--- config.mk ---
export PLATFORM = sky130hd
export DESIGN_NAME = time_set_controller_flat
export DESIGN_NICKNAME = d
export VERILOG_FILES = /design/src/rtl/time_set_controller_if.sv /design/src/rtl/time_set_controller.sv /design/src/flat_wrapper.sv
export SDC_FILE = /design/constraint.sdc
export NUM_CORES = 1
export LEC_CHECK = 0
export CAP_MARGIN = 20
export CELL_PAD_IN_SITES_DETAIL_PLACEMENT = 1
export CELL_PAD_IN_SITES_GLOBAL_PLACEMENT = 1
export CORE_AREA = 2 2 113 115
export DETAILED_ROUTE_END_ITERATION = 12
export DIE_AREA = 0 0 115 117
export PLACE_DENSITY = 0.84
export SLEW_MARGIN = 20
export SYNTH_ARGS = -nofsm -noshare
export SYNTH_HDL_FRONTEND = slang
export SYNTH_SLANG_ARGS = --single-unit
--- constraint.sdc ---
create_clock -name CLK100MHZ -period 2.43 [get_ports CLK100MHZ]
set_clock_uncertainty 0.05 [all_clocks]
set_input_delay 0.243 -clock CLK100MHZ [delete_from_list [all_inputs] [get_ports CLK100MHZ]]
set_output_delay 0.243 -clock CLK100MHZ [all_outputs]
set_load 0.01 [all_outputs]
--- src/rtl/time_set_controller_if.sv ---
// Button inputs and time/display outputs of the time-set controller.
// master drives the raw buttons and observes the display side; slave is the controller.
interface time_set_controller_if;
  logic       btn_mode;
  logic       btn_inc;
  logic [5:0] sec;
  logic [5:0] min;
  logic [1:0] mode;
  logic       blank_min;
  logic       blank_sec;
  logic       sec_tick;

  modport master (
    output btn_mode, btn_inc,
    input  sec, min, mode, blank_min, blank_sec, sec_tick
  );

  modport slave (
    input  btn_mode, btn_inc,
    output sec, min, mode, blank_min, blank_sec, sec_tick
  );
endinterface

--- src/rtl/time_set_controller.sv ---
// MM:SS clock with mode/inc buttons: 2-flop sync + debounce, press pulse 1 edge after a debounced rise.
// Outputs are registered (blanks are an AND of registers); no backpressure, every press is consumed.
module time_set_controller #(
  parameter int TICK_DIV   = 100_000_000,
  parameter int DEB_CYCLES = 1_000_000,
  parameter int BLINK_DIV  = 25_000_000
) (
  input  logic                  CLK100MHZ,
  input  logic                  Resetn,
  time_set_controller_if.slave  bus
);
  localparam logic [1:0] RUN     = 2'b00;
  localparam logic [1:0] SET_MIN = 2'b01;
  localparam logic [1:0] SET_SEC = 2'b10;

  localparam int DW = $clog2(DEB_CYCLES + 1);
  localparam int TW = $clog2(TICK_DIV + 1);
  localparam int BW = $clog2(BLINK_DIV + 1);
  localparam logic [DW-1:0] DEB_MAX   = DW'(DEB_CYCLES - 1);
  localparam logic [TW-1:0] TICK_MAX  = TW'(TICK_DIV - 1);
  localparam logic [BW-1:0] BLINK_MAX = BW'(BLINK_DIV - 1);

  // Bit 0 is the mode button, bit 1 the inc button.
  logic [1:0]         raw, sync1, sync2, deb, deb_d, press;
  logic [1:0][DW-1:0] deb_cnt;

  logic [1:0]    mode_q, mode_nxt;
  logic          in_set_min, in_set_sec;
  logic [TW-1:0] tick_cnt;
  logic          tick_fire, sec_tick_q;
  logic [5:0]    sec_q, min_q;
  logic [BW-1:0] blink_cnt;
  logic          blink_phase;
  logic          mode_press, inc_press, inc_acc, mode_chg;

  assign raw = {bus.btn_inc, bus.btn_mode};

  always_ff @(posedge CLK100MHZ or negedge Resetn) begin
    if (!Resetn) begin
      sync1   <= '0;
      sync2   <= '0;
      deb     <= '0;
      deb_d   <= '0;
      press   <= '0;
      deb_cnt <= '0;
    end else begin
      sync1 <= raw;
      sync2 <= sync1;
      deb_d <= deb;
      press <= deb & ~deb_d;
      for (int i = 0; i < 2; i++) begin
        if (sync2[i] != deb[i]) begin
          if (deb_cnt[i] == DEB_MAX) begin
            deb[i]     <= sync2[i];
            deb_cnt[i] <= '0;
          end else begin
            deb_cnt[i] <= deb_cnt[i] + 1'b1;
          end
        end else begin
          deb_cnt[i] <= '0;
        end
      end
    end
  end

  // A simultaneous mode press wins and the inc press is dropped.
  assign mode_press = press[0];
  assign inc_press  = press[1] & ~press[0];
  assign inc_acc    = inc_press & (mode_q == SET_MIN || mode_q == SET_SEC);
  assign tick_fire  = (mode_q == RUN) && (tick_cnt == TICK_MAX);

  always_comb begin
    mode_nxt = mode_q;
    if (mode_q == 2'b11) begin
      mode_nxt = RUN;
    end else if (mode_press) begin
      case (mode_q)
        RUN:     mode_nxt = SET_MIN;
        SET_MIN: mode_nxt = SET_SEC;
        default: mode_nxt = RUN;
      endcase
    end
  end

  assign mode_chg = (mode_nxt != mode_q);

  always_ff @(posedge CLK100MHZ or negedge Resetn) begin
    if (!Resetn) begin
      mode_q     <= RUN;
      in_set_min <= 1'b0;
      in_set_sec <= 1'b0;
      tick_cnt   <= '0;
      sec_tick_q <= 1'b0;
    end else begin
      mode_q     <= mode_nxt;
      in_set_min <= (mode_nxt == SET_MIN);
      in_set_sec <= (mode_nxt == SET_SEC);
      if (mode_q != RUN) begin
        tick_cnt   <= '0;
        sec_tick_q <= 1'b0;
      end else if (tick_fire) begin
        tick_cnt   <= '0;
        sec_tick_q <= 1'b1;
      end else begin
        tick_cnt   <= tick_cnt + 1'b1;
        sec_tick_q <= 1'b0;
      end
    end
  end

  always_ff @(posedge CLK100MHZ or negedge Resetn) begin
    if (!Resetn) begin
      sec_q <= '0;
      min_q <= '0;
    end else if (tick_fire) begin
      if (sec_q >= 6'd59) begin
        sec_q <= '0;
        min_q <= (min_q >= 6'd59) ? 6'd0 : min_q + 6'd1;
      end else begin
        sec_q <= sec_q + 6'd1;
      end
    end else if (inc_press && mode_q == SET_MIN) begin
      min_q <= (min_q >= 6'd59) ? 6'd0 : min_q + 6'd1;
    end else if (inc_press && mode_q == SET_SEC) begin
      sec_q <= (sec_q >= 6'd59) ? 6'd0 : sec_q + 6'd1;
    end
  end

  // Any user action restarts the blink so the edited field is visible right away.
  always_ff @(posedge CLK100MHZ or negedge Resetn) begin
    if (!Resetn) begin
      blink_cnt   <= '0;
      blink_phase <= 1'b0;
    end else if (mode_chg || inc_acc || mode_q == RUN) begin
      blink_cnt   <= '0;
      blink_phase <= 1'b0;
    end else if (blink_cnt == BLINK_MAX) begin
      blink_cnt   <= '0;
      blink_phase <= ~blink_phase;
    end else begin
      blink_cnt <= blink_cnt + 1'b1;
    end
  end

  assign bus.sec       = sec_q;
  assign bus.min       = min_q;
  assign bus.mode      = mode_q;
  assign bus.sec_tick  = sec_tick_q;
  assign bus.blank_min = in_set_min & blink_phase;
  assign bus.blank_sec = in_set_sec & blink_phase;
endmodule

--- src/flat_wrapper.sv ---
// flat-port wrapper written by rule: the top's interface ports become plain ports
module time_set_controller_flat 
#(
  parameter int TICK_DIV   = 100_000_000,
  parameter int DEB_CYCLES = 1_000_000,
  parameter int BLINK_DIV  = 25_000_000
)
  (CLK100MHZ, Resetn, bus_btn_mode, bus_btn_inc, bus_sec, bus_min, bus_mode, bus_blank_min, bus_blank_sec, bus_sec_tick);
  time_set_controller_if bus_i ();
  input  logic CLK100MHZ;
  input  logic Resetn;
  input wire logic [$bits(bus_i.btn_mode)-1:0] bus_btn_mode;
  input wire logic [$bits(bus_i.btn_inc)-1:0] bus_btn_inc;
  output wire logic [$bits(bus_i.sec)-1:0] bus_sec;
  output wire logic [$bits(bus_i.min)-1:0] bus_min;
  output wire logic [$bits(bus_i.mode)-1:0] bus_mode;
  output wire logic [$bits(bus_i.blank_min)-1:0] bus_blank_min;
  output wire logic [$bits(bus_i.blank_sec)-1:0] bus_blank_sec;
  output wire logic [$bits(bus_i.sec_tick)-1:0] bus_sec_tick;
  assign bus_i.btn_mode = bus_btn_mode;
  assign bus_i.btn_inc = bus_btn_inc;
  assign bus_sec = bus_i.sec;
  assign bus_min = bus_i.min;
  assign bus_mode = bus_i.mode;
  assign bus_blank_min = bus_i.blank_min;
  assign bus_blank_sec = bus_i.blank_sec;
  assign bus_sec_tick = bus_i.sec_tick;
  time_set_controller #(.TICK_DIV(TICK_DIV), .DEB_CYCLES(DEB_CYCLES), .BLINK_DIV(BLINK_DIV)) u_core (.CLK100MHZ(CLK100MHZ), .Resetn(Resetn), .bus(bus_i));
endmodule
==> impl_metrics.yaml, run 1 <==
synth:
  synth_cell_types: 48
  synth_seq_area_share: 0.518
  synth.area.top_cells: "dfrtp_1, xnor2_1, nor2_1, xor2_1, nand3_1"
  synthMuxAreaShare: 0.00734
  netlist_area_um2: 5800
  synthAdderAreaFrac: 0.0237
  synth-edff-count: 0
  synthXorXnorAreaFrac: 0.131
  ys_warn_count: 0
  netlist.top_cell.by_area: "dfrtp_1"
  synth.avg_cell_area_um2: 9.93
  async_flop_share: 1.00
  synth_compound_area_frac: 0.0315
  synth_common_cells: "dfrtp_1, nor2_1, xnor2_1"
  yosysMostFrequentCell: "dfrtp_1"
  synthSimpleGateAreaFrac: 0.264
  synthCells: 584
  synth_top_area_frac: 0.518
  synth_top_family_by_area: "simple AND/OR/NAND/NOR gates"
  synth_ff_type: "dfrtp_1"
  syn_nets: 599
  ys_ff_latch: 120
pwr:
  p_int_mw: 3.79
  powerDensity_nw_per_um2: 696
  p_sw_frac: 0.200
  leakage_nw: 2.84
  p_seq_frac: 0.427
  p_comb_frac: 0.017
  peakVddDrop_mv: 0.404
  switchingPower_mw: 0.947
  pwr-share-clk: 0.556
detailed_routing:
  drtPass1Iterations: 6
  avgRoutedWirePerCell_um: 17.6
  via_per_inst: 5.55
  postRouteAntennaNets: 0
  vias: 4325
  drc: 0
  drt-initial-drc-count: 191
  wirelength_mm: 13.7
place:
  dp.cells: 747
  port-buffer-count: 20
  place_area_um2: 6180
  place_hpwl_mm: 8.69
  place.gp.congestion: 0.788
cts:
  insertion_delay_ns: 0.42
  clkSinkCount: 120
  clk_pin_slew_ns: 0.05
  clockRootBuffer: "clkbuf_16"
  clock_path_buffers: 2
  cts_setup_buffers: 0
  cts_tree: "built"
  cts_made_buffers: 17
  hold_buffers: 1
  ctsResizeCount: 0
  cts.htree.levels: 4
floorplanning:
  top_level_ports: 21
  die_area_um2: 13500
  rows: 41
  die_h_um: 117
  initial_core_util: 0.471
  die_x_um: 115
  core_um2: 12300
timing:
  hold_violations: 0
  max_freq_mhz: 446
  setup_viol: 0
  fin_setup_tns_ns: 0
  slew_headroom: 0.565
  worst_slew_pin_slew_ns: 0.653
  min_period_ns: 2.24
  rsz0062_at_grt: "no"
  period_share: 0.922
  maxSlewViolCount: 0
cells_and_area:
  fin_cells: 779
  area_growth_pct: 17.3
  final_cell_area_um2: 6800
  drive_above_1_share: 0.0747
  nets: 632
  antenna_cells: 0
worst_hold_path:
  whs_path_depth: 1
  hold_path.class: "input pin to flip-flop"
global_route:
  grt_max_degree: 49
  grt_pass1_vias: 4853
  grt_pass1_wl_mm: 23.8
  antenna_found_initial: 0
  grt-ovfl-total: 0
  grtUsageTotal: 0.228
run:
  maxCapViolCount: 0
outcome:
  status: "finished clean"
critical_path:
  crit_required_ns: 2.67
  crit_arrival_ns: 2.48
  rrSetupSlack_ns: 0.19
  r2r_cells: 7
  critPathKind: "flip-flop to flip-flop"
  cp_max_fo: 7
  cp-start-kind: "flip-flop"
  endpoint_kind: "flip-flop"
## final timing paths
kind                                         to          startpoint
max                           u_core.bus.min[4]  u_core.bus.mode[1]
min                             u_core.sync1[1]         bus_btn_inc
max in group asynchronous  u_core.blink_cnt[10]              Resetn
min reg2reg                     u_core.sync2[1]     u_core.sync1[1]
min in group asynchronous     u_core.bus.sec[2]              Resetn
max reg2reg                   u_core.bus.min[4]  u_core.bus.mode[1]
## per-stage QoR
stage / worst slack [ns] / total power, mW / hold WS (ns) / utilization
floorplan: 0.214 / 2.08 / -0.103 / -
global placement: 0.340 / 2.13 / 0.247 / 0.502
detailed placement: 0.261 / 2.14 / 0.261 / 0.502
CTS: 0.201 / 4.79 / 0.204 / 0.552
finish: 0.189 / 4.74 / 0.216 / 0.552
global route: 0.0454 / 4.87 / 0.210 / 0.552
## critical path, stage by stage, from the launching register on
cell and delay, ns:
dfrtp_1 0.38, inv_1 0.10, ha_1 0.17, nor4bb_1 0.22
nand4_1 0.20, or3_1 0.52, a211o_1 0.34, o2bb2ai_1 0.13
## flip-flops by register name, summed over array words and instances (netlist names), 2 cells and up
name and cells:
u_core.blink_cnt 25, u_core.deb_d 2, u_core.deb_cnt 40, u_core.bus.mode 2
u_core.bus.sec 6, u_core.bus.min 6, u_core.deb 2, u_core.tick_cnt 27
u_core.sync2 2, u_core.sync1 2, u_core.press 2
## per-layer routing
metal  global-route usage  vias up  wire length (um)
met5                    0        -                 0
met4               0.0723        0                96
met3               0.0587        9               367
met2                0.403       47              7060
met1                0.275     2211              6180
li1                     -     2058                 -
## cell usage in the layout (no fill, tap or decap), types with 2 or more instances in the layout
cell,count
clkdlybuf4s50_1,19
nand4b_1,2
nor3_1,18
buf_4,9
nand2_1,39
nand2b_1,2
clkbuf_16,17
o22a_1,3
or3_1,3
nor4_1,17
or2_2,3
nor3b_1,2
and3_1,13
clkbuf_8,2
a21oi_1,5
xor2_1,33
nor4b_1,4
mux2_2,2
nand4_1,18
dfrtp_1,120
inv_1,14
nor2_1,106
clkbuf_1,3
xnor2_1,54
nand3b_1,3
o21bai_1,2
mux2i_1,2
clkinv_2,4
nand3_1,42
and4_1,8
o21ai_1,2
nor2b_1,5
a31oi_1,2
and2_1,10
o21ai_0,8
bufinv_16,4
nor4_2,2
ha_1,11
## kinds of logic (layout without fill, tap and decap cells)
group	count (synthesis)	in the layout
muxes	4	4
DFF	120	120
and+or+nand+nor	303	303
AOI/OAI and AO/OA	29	29
buffers and inverters	30	75
xor gates and xnor gates	87	87
adders and majority gates	11	11
## power groups by stage
stage | sequential, mW | combinational, mW | clock [mW]
final | 2.02 | 0.0795 | 2.63
after global routing | 2.02 | 0.0938 | 2.76
after detailed placement | 2.06 | 0.0828 | 0
after CTS | 2.02 | 0.0843 | 2.68
after floorplan | 2.05 | 0.0238 | 0
after global placement | 2.05 | 0.0772 | 0
## final cells by class
cell class | count | area (um^2)
Sequential cell | 120 | 3000
Multi-Input combinational cell | 434 | 2660
Clock inverter | 9 | 148
Tap cell | 150 | 188
Fill cell | 1363 | 5510
Timing Repair Buffer | 30 | 288
Clock buffer | 22 | 464
Inverter | 14 | 52.6
No activity file was read; power rests on OpenSTA's default activity.
==> run 2, diff against run 1 <==
--- a/config.mk
+++ b/config.mk
@@ -8,10 +8,10 @@
 export CAP_MARGIN = 20
 export CELL_PAD_IN_SITES_DETAIL_PLACEMENT = 1
 export CELL_PAD_IN_SITES_GLOBAL_PLACEMENT = 1
-export CORE_AREA = 2 2 113 115
+export CORE_AREA = 2 2 111 113
 export DETAILED_ROUTE_END_ITERATION = 12
-export DIE_AREA = 0 0 115 117
-export PLACE_DENSITY = 0.84
+export DIE_AREA = 0 0 113 115
+export PLACE_DENSITY = 0.93
 export SLEW_MARGIN = 20
 export SYNTH_ARGS = -nofsm -noshare
 export SYNTH_HDL_FRONTEND = slang
==> constraint.sdc (replaced) <==
create_clock -name CLK100MHZ -period 2.7 [get_ports CLK100MHZ]
set_clock_uncertainty 0.05 [all_clocks]
set_input_delay 0.27 -clock CLK100MHZ [delete_from_list [all_inputs] [get_ports CLK100MHZ]]
set_output_delay 0.27 -clock CLK100MHZ [all_outputs]
set_load 0.01 [all_outputs]
==> impl_metrics.yaml, run 2 (synthesized netlist as in run 1, its figures left out) <==
floorplanning:
  core_um2: 11800
  die_area_um2: 13000
  initial_core_util: 0.491
  die_x_um: 113
  die_h_um: 115
  rows: 40
  top_level_ports: 21
cts:
  cts_made_buffers: 17
  insertion_delay_ns: 0.43
  cts_tree: "built"
  clock_path_buffers: 2
  clockRootBuffer: "clkbuf_16"
  cts.htree.levels: 4
  clk_pin_slew_ns: 0.06
  clkSinkCount: 120
cells_and_area:
  antenna_cells: 0
  top_regs: "u_core.deb_cnt: 40 flops, u_core.tick_cnt: 27 flops, u_core.blink_cnt: 25 flops"
  top_register: "u_core.deb_cnt"
  final_cell_mix: "dfrtp_1, nor2_1, xnor2_1"
  final_common_cell: "dfrtp_1"
  area_growth_pct: 16.7
  largest_reg_flops: 40
  drive_above_1_share: 0.0751
  fin_cells: 773
  nets: 628
  final_core_util: 0.573
critical_path:
  cp_max_fo: 7
  critPathKind: "flip-flop to flip-flop"
  endpoint_kind: "flip-flop"
  crit_required_ns: 2.96
  cp-start-kind: "flip-flop"
  crit_arrival_ns: 2.81
timing:
  setup_viol: 0
  fin_setup_tns_ns: 0
  max_freq_mhz: 393
  slew_headroom: 0.546
  rsz0062_at_grt: "no"
  min_period_ns: 2.55
  worst_slew_pin_slew_ns: 0.675
  hold_violations: 0
  maxSlewViolCount: 0
  period_share: 0.943
pwr:
  switchingPower_mw: 0.932
  powerDensity_nw_per_um2: 629
  p_seq_frac: 0.428
  leakage_nw: 2.81
  pwr-share-clk: 0.556
  p_comb_frac: 0.016
  p_sw_frac: 0.219
  peakVddDrop_mv: 0.511
  p_int_mw: 3.32
  power_mw: 4.25
run:
  maxCapViolCount: 0
outcome:
  status: "complete, but fails checks"
  failed_checks: "design-rule violations"
global_route:
  antenna_found_initial: 0
  grt_pass1_wl_mm: 25.3
  grt_pass1_vias: 4877
  grtUsageTotal: 0.253
  grt_max_degree: 63
  grt-ovfl-total: 0
place:
  dp.cells: 739
  place.gp.congestion: 0.821
  port-buffer-count: 20
  place_hpwl_mm: 9.24
detailed_routing:
  avgRoutedWirePerCell_um: 19.8
  drt-initial-drc-count: 214
  drtPass1Iterations: 8
  postRouteAntennaNets: 0
  via_per_inst: 5.81
  drc: 3
  vias: 4494
  wirelength_mm: 15.3
worst_hold_path:
  hold_path.class: "input pin to flip-flop"
-- run 2: cell types whose count changed in the layout (fill, tap and decap cells not counted), sizes merged --
cell | previous run | this run
clkinvlp | 1 | 3
buf | 10 | 6
clkbuf | 22 | 20
bufinv | 4 | 3
clkinv | 4 | 6
-- run 2: worst max-delay path, cell delays in order, from the launching register on --
cell	delay, ns
dfrtp_1	0.49
inv_1	0.15
ha_1	0.28
nor4bb_1	0.30
nand4_1	0.24
or3_4	0.49
a211o_1	0.31
o2bb2ai_1	0.12
-- run 2: layout make-up --
type,count,area [um^2]
Clock inverter,12,150
Inverter,14,52.6
Sequential cell,120,3000
Clock buffer,20,457
Timing Repair Buffer,26,258
Fill cell,1272,5050
Tap cell,147,184
Multi-Input combinational cell,434,2660
-- run 2: per-stage QoR --
stage	cell area [um^2]	hold slack [ns]	setup slack, ns
after global routing	6770	0.220	0.0469
after CTS	6750	0.212	0.114
after floorplan	5800	-0.0756	0.484
after detailed placement	6140	0.170	0.184
after global placement	6140	0.159	0.449
final	6770	0.227	0.153
-- run 2: power groups by stage --
stage	clock network, mW	logic [mW]	registers (mW)
2_1_floorplan	0	0.0214	1.85
3_3_place_gp	0	0.0663	1.85
3_5_place_dp	0	0.0714	1.85
4_1_cts	2.38	0.0740	1.82
5_1_grt	2.46	0.0811	1.82
6_report	2.36	0.0701	1.82
-- run 2: layer usage --
metal  up-vias  global-route usage  wire length, um  part of all wire
met2        95               0.442             7920              0.52
met3        41              0.0622              512             0.034
li1       2054                   -                -                 -
met4         0               0.126              455             0.030
met1      2304               0.292             6380              0.42
met5         -                   0                0                 0
-- run 2: final timing paths --
| kind | startpoint | end | slack (ns) | cells after the start |
|---|---|---|---|---|
| min in group asynchronous | Resetn | u_core.bus.sec[3] | 0.27 | 2 |
| max reg2reg | u_core.bus.mode[0] | u_core.bus.min[4] | 0.15 | 7 |
| min | bus_btn_inc | u_core.sync1[1] | 0.23 | 1 |
| min reg2reg | u_core.sync1[0] | u_core.sync2[0] | 0.30 | 0 |
| max | u_core.bus.mode[0] | u_core.bus.min[4] | 0.15 | 7 |
| max in group asynchronous | Resetn | u_core.deb_cnt[11] | 1.57 | 3 |
-- run 2: timing repair --
action                                  CTS  global route
resized for setup                         0             1
endpoints found under the setup margin    0             3
buffers inserted                          0             1
endpoints found under the hold margin    26             0
hold buffers                              1             0
==> edit 1 (config.mk and constraints of run 1) <==
`BLINK_DIV` is set to 25_000_000 in 2 places; all go to 6_250_000.
--- a/src/rtl/time_set_controller.sv
+++ b/src/rtl/time_set_controller.sv
@@ -5,3 +5,3 @@
   parameter int DEB_CYCLES = 1_000_000,
-  parameter int BLINK_DIV  = 25_000_000
+  parameter int BLINK_DIV  = 6_250_000
 ) (
--- a/src/flat_wrapper.sv
+++ b/src/flat_wrapper.sv
@@ -5,3 +5,3 @@
   parameter int DEB_CYCLES = 1_000_000,
-  parameter int BLINK_DIV  = 25_000_000
+  parameter int BLINK_DIV  = 6_250_000
 )
Function: no difference found for any inputs over 10 cycles, from zero or initial values and one cycle with Resetn low; that may be too few to reach the edited logic, so the function may still have changed.
==> edit 1 against run 1 <==
Synthesized cell count is 1.2% lower. Non-clock buffer count up 4. Routed wire length shrank 2.1%. Critical path depth down 2. Synthesized area decreased by 2.4%. Power down 0.40%. Sequential cell count is 2 lower. Combinational power fell by 4.0%. Worst hold slack lost 0.0019 ns. Sequential share of layout area is 0.32 points lower. Cell area fell by 0.94%. Setup slack lost 0.056 ns.
==> edit 1: results (changes against run 1) <==
Place WS = 0.1150 ns (-0.1456 ns)
Placement Cell Area = 6090 um2 (-1.4%)
Post-layout util = 54.71% (-0.52 points)
Outcome = finished clean
Initial DRC count = 229 (+20%)
Total GRT Usage = 22.24% (-0.57 points)
Worst Hold Depth = 1 (unchanged)
M2 GR Usage = 39.49% (-0.78 points)
Post-synthesis adder-cell area fraction = 2.433% (+0.059 points)
Clock root buffer master = clkbuf_16
Multiplexer area fraction after synthesis = 0.7519% (+0.018 points)
Crit-path slowest cell = nor4bb_1
Worst hold slack = 0.2139 ns (-0.001883 ns)
Top_reg_cell synth = dfrtp_1
Placer Congestion = 0.7878 (about the same)
Final wirelength = 13.42 mm (-2.1%)
Cells taking the most area after synthesis = dfrtp_1, nor2_1, xor2_1
Worst Hold End = u_core.sync1[0]$_DFF_PN0_
CP peak stage delay = 0.48 ns (-0.04 ns)
Mean Syn Cell Area = 9.806 um2 (-1.2%)
First-pass GRT wire length = 23.23 mm (-2.5%)
CP startpoint = u_core.tick_cnt[8]$_DFF_PN0_
Synth Area in XOR/XNOR = 11.76% (-1.4 points)
Met2 routed WL = 7.136 mm (+1.1%)
Post-CTS Setup Bufs = 0 (unchanged)
GR met3 Demand/Resource = 5.098% (-0.77 points)
Final HPWL DP = 9.010 mm (+3.6%)
Routed met1 length = 5.690 mm (-7.9%)
Critical Path AT = 2.55 ns (+0.07 ns)
Commonest cells in the netlist = dfrtp_1, nor2_1, nand3_1, xor2_1, nand2_1
LEAKAGE = 0.002848 uW (+0.44%)
Top sig layer = met4
Distinct cells, synth = 44 (-8.3%)
Regs by FF count = u_core.deb_cnt x40, u_core.tick_cnt x27, u_core.blink_cnt x23
Synth Area in Compound Gates = 4.799% (+1.6 points)
Layout cells sized above 1 = 9.048% (+1.6 points)
Startpoint of the worst hold path = bus_btn_mode
Crit. End Element = register
Drt first pass iters = 4 (-2)
Worst-Margin Slew = 0.7056 ns (+0.05240 ns)
Pin count of the biggest net entering global routing = 67 (+37%)
Placed insts = 747 (unchanged)
End of the worst register-to-register path = u_core.bus.min[5]$_DFFE_PN0P_
Avg WL per Cell = 17.20 um (-2.2%)
Maximum vdd drop = 0.4825 mV (+19%)
Fillers = 1377 (+1.0%)
Synth Net Count = 592 (-1.2%)
Via/cell ratio = 5.547 (about the same)
FF-to-FF path depth = 5 (-2)
P_sw = 946.5 uW (about the same)
Worst skew pair latency = 0.42 ns (about the same)
Vias in the first global route = 4821 (-0.66%)
GR Util met1 = 25.81% (-1.7 points)
Met3 wire length = 338 um (-7.9%)
Fmax = 0.4353 GHz (-2.4%)
Finish-stage setup viols = 0 (unchanged)
Sequential area share after synthesis = 52.19% (+0.40 points)
Antenna fix cells = 0 (unchanged)
Sw Share = 20.07% (+0.078 points)
Comb pwr = 76.3 uW (-4.0%)
edit 1: changes by cell type in the layout (fill, tap and decap cells not counted), sizes merged, moves of 4 or more:
cell | run 1 | this run
a21oi | 5 | 13
xnor2 | 54 | 34
nand3 | 42 | 47
nor2 | 106 | 101
nor3 | 18 | 13
xor2 | 33 | 42
buf | 10 | 14
nor4 | 19 | 13
o21ai | 10 | 16
or3 | 3 | 9
and4 | 9 | 2
edit 1: repair_timing:
action,4_1_cts,5_1_grt
gates resized for setup,0,1
endpoints found under the setup margin,0,6
hold buffers,1,0
hold endpoints to repair,30,0
edit 1: worst register-to-register path: cells and delay by family, from the launching register on:
kind            cells  cell delay [ns]
flops               1             0.43
simple gates        4             1.49
compound gates      1             0.20
edit 1: layout make-up:
class | instances | share of cell area [%]
repair buffers | 34 | 4.719
multi-input cells | 432 | 38.51
clock buffers | 25 | 7.654
clock inverters | 7 | 1.709
well taps | 150 | 2.787
inverters | 14 | 0.7802
flip-flops and latches | 118 | 43.84
==> edit 2 (settings of run 1) <==
Without the edit above. Make the reset (`Resetn`) synchronous in 4 clocked blocks.
--- a/src/rtl/time_set_controller.sv
+++ b/src/rtl/time_set_controller.sv
@@ -37,3 +37,3 @@
 
-  always_ff @(posedge CLK100MHZ or negedge Resetn) begin
+  always_ff @(posedge CLK100MHZ) begin
     if (!Resetn) begin
@@ -86,3 +86,3 @@
 
-  always_ff @(posedge CLK100MHZ or negedge Resetn) begin
+  always_ff @(posedge CLK100MHZ) begin
     if (!Resetn) begin
@@ -110,3 +110,3 @@
 
-  always_ff @(posedge CLK100MHZ or negedge Resetn) begin
+  always_ff @(posedge CLK100MHZ) begin
     if (!Resetn) begin
@@ -129,3 +129,3 @@
   // Any user action restarts the blink so the edited field is visible right away.
-  always_ff @(posedge CLK100MHZ or negedge Resetn) begin
+  always_ff @(posedge CLK100MHZ) begin
     if (!Resetn) begin
Check against the original RTL: no difference found for any inputs over 10 cycles, from zero or initial values and one cycle with Resetn low; that may be too few to reach the edited logic, so the function may still have changed.
==> edit 2 against run 1 <==
Clock power decreased by 8.4%. Cell count rose by 4.6%. Routed wire length fell by 0.97%. Setup slack worse by 0.11 ns. Critical path depth down 1. Fmax fell by 4.7%. Combinational power shrank 35%. Cell area shrank 6.3%. First-iteration DRC count shrank 8.9%. Worst hold slack gained 0.12 ns. Sequential cell count did not move. Synthesized area is 6.3% lower. Via count rose by 3.8%. Power is 6.1% lower.
==> edit 2: results (changes against run 1) <==
Multiplexer area fraction after synthesis = 1.290% (+0.56 points)
Startpoint of the worst hold path = u_core.deb_d[1]$_SDFF_PN0_
Sequential area share after synthesis = 44.22% (-7.6 points)
Tightest Hold Check Type = register to register
R2R Setup Slk = 0.08 ns (-0.11 ns)
Synth Area in XOR/XNOR = 14.03% (+0.88 points)
Drt first pass iters = 4 (-2)
Layout cells sized above 1 = 7.669% (+0.20 points)
Commonest cells in the netlist = nor2_1, dfxtp_1, xnor2_1, nand3_1, nand2_1
Synth Area in Compound Gates = 4.675% (+1.5 points)
Cells taking the most area after synthesis = dfxtp_1, xnor2_1, nor2_1
CP Capture Point = u_core.bus.min[5]$_SDFFE_PN0P_
LEAKAGE = 0.002053 uW (-28%)
Via/cell ratio = 5.509 (-0.77%)
Pin count of the biggest net entering global routing = 28 (-43%)
Number of flops mapped to enable cells by yosys = 0 (unchanged)
Final nets = 667 (+5.5%)
CP peak stage delay = 0.56 ns (+0.04 ns)
Post-synthesis adder-cell area fraction = 2.718% (+0.34 points)
Initial DRC count = 174 (-8.9%)
Critical Path AT = 2.61 ns (+0.13 ns)
Fillers = 1422 (+4.3%)
Synth Net Count = 642 (+7.2%)
Outcome = finished clean
Distinct cells, synth = 51 (+6.3%)
Placer Congestion = 0.7665 (-2.7%)
First-pass GRT wire length = 22.80 mm (-4.3%)
Total GRT Usage = 21.69% (-1.1 points)
Final HPWL DP = 8.898 mm (+2.4%)
Final wirelength = 13.57 mm (-0.97%)
Asr flop ratio synth = 0% (-100 points)
Vias in the first global route = 4790 (-1.3%)
Regs by FF count = u_core.deb_cnt x40, u_core.tick_cnt x27, u_core.blink_cnt x25
FF-to-FF path depth = 6 (-1)
Maximum vdd drop = 0.4986 mV (+23%)
Crit-path slowest cell = or4_4
Worst reg2reg startpoint = u_core.tick_cnt[0]$_SDFF_PP0_
Slew margin rel. = 52.68% (-3.8 points)
==> edit 2: kinds of logic (layout without fill, tap and decap cells) <==
kind of cell / count (synthesis) / count (layout)
flip-flops: 120 / 120
adder cells (fa/ha/maj): 12 / 12
multiplexers: 7 / 7
XOR/XNOR: 87 / 87
buffers and inverters: 44 / 82
AO/OA/AOI/OAI: 37 / 37
AND/OR/NAND/NOR: 320 / 320
==> edit 2: through the flow <==
| step | setup slack, ns | area [um2] | instances |
|---|---|---|---|
| floorplan | 0.1719 | 5433 | 627 |
| global placement | 0.1839 | 5797 | 783 |
| detailed placement | 0.09210 | 5797 | 783 |
| CTS | 0.06090 | 6371 | 815 |
| global route | 0.02511 | 6374 | 815 |
| finish | 0.07728 | 6374 | 815 |
==> edit 2: worst min path at each step <==
stage / slack [ns] / endpoint / depth (start not counted)
2_1_floorplan: 0.32 / u_core.press[0]$_SDFF_PN0_ / 1
3_3_place_gp: 0.32 / u_core.press[0]$_SDFF_PN0_ / 1
3_5_place_dp: 0.33 / u_core.press[1]$_SDFF_PN0_ / 1
4_1_cts: 0.34 / u_core.press[1]$_SDFF_PN0_ / 1
5_1_grt: 0.36 / u_core.press[1]$_SDFF_PN0_ / 1
6_report: 0.34 / u_core.press[1]$_SDFF_PN0_ / 1
==> edit 2: metal layers <==
layer	wire length, um	up-vias	global-route usage (%)	part of all wire [%]
li1	-	2194	-	-
met1	5678	2219	23.70	42
met2	7280	51	39.88	54
met3	320	26	5.561	2.4
met4	288	0	9.317	2.1
met5	0	-	0	0
==> edit 2: timing repair <==
action,CTS,global route
endpoints found under the setup margin,0,1
gates resized for setup,0,1
endpoints found under the hold margin,0,0
==> edit 2: report_power, final <==
part	total (uW)	internal (uW)	switching, uW	leakage (uW)
Sequential	1980	1980	7.95	0.000968
Clock	2410	1460	946	0.000268
Combinational	51.4	20.9	30.5	0.000817
Total	4450	3460	984	0.00205
==> edit 2: cell type report <==
type,instances,area (um2),area share [%]
Sequential cell,120,2402,37.69
Multi-Input combinational cell,463,2854,44.78
Timing Repair Buffer,28,272.8,4.280
Inverter,22,82.58,1.296
Clock inverter,13,121.4,1.904
Tap cell,150,187.7,2.945
Clock buffer,19,452.9,7.106
==> edit 2: worst register-to-register path, delay by kind of cell, from the launching register on <==
family	cells	cell delay, ns
AOI/OAI and AO/OA	1	0.21
DFF	1	0.39
adders and majority gates	1	0.24
and+or+nand+nor	4	1.34
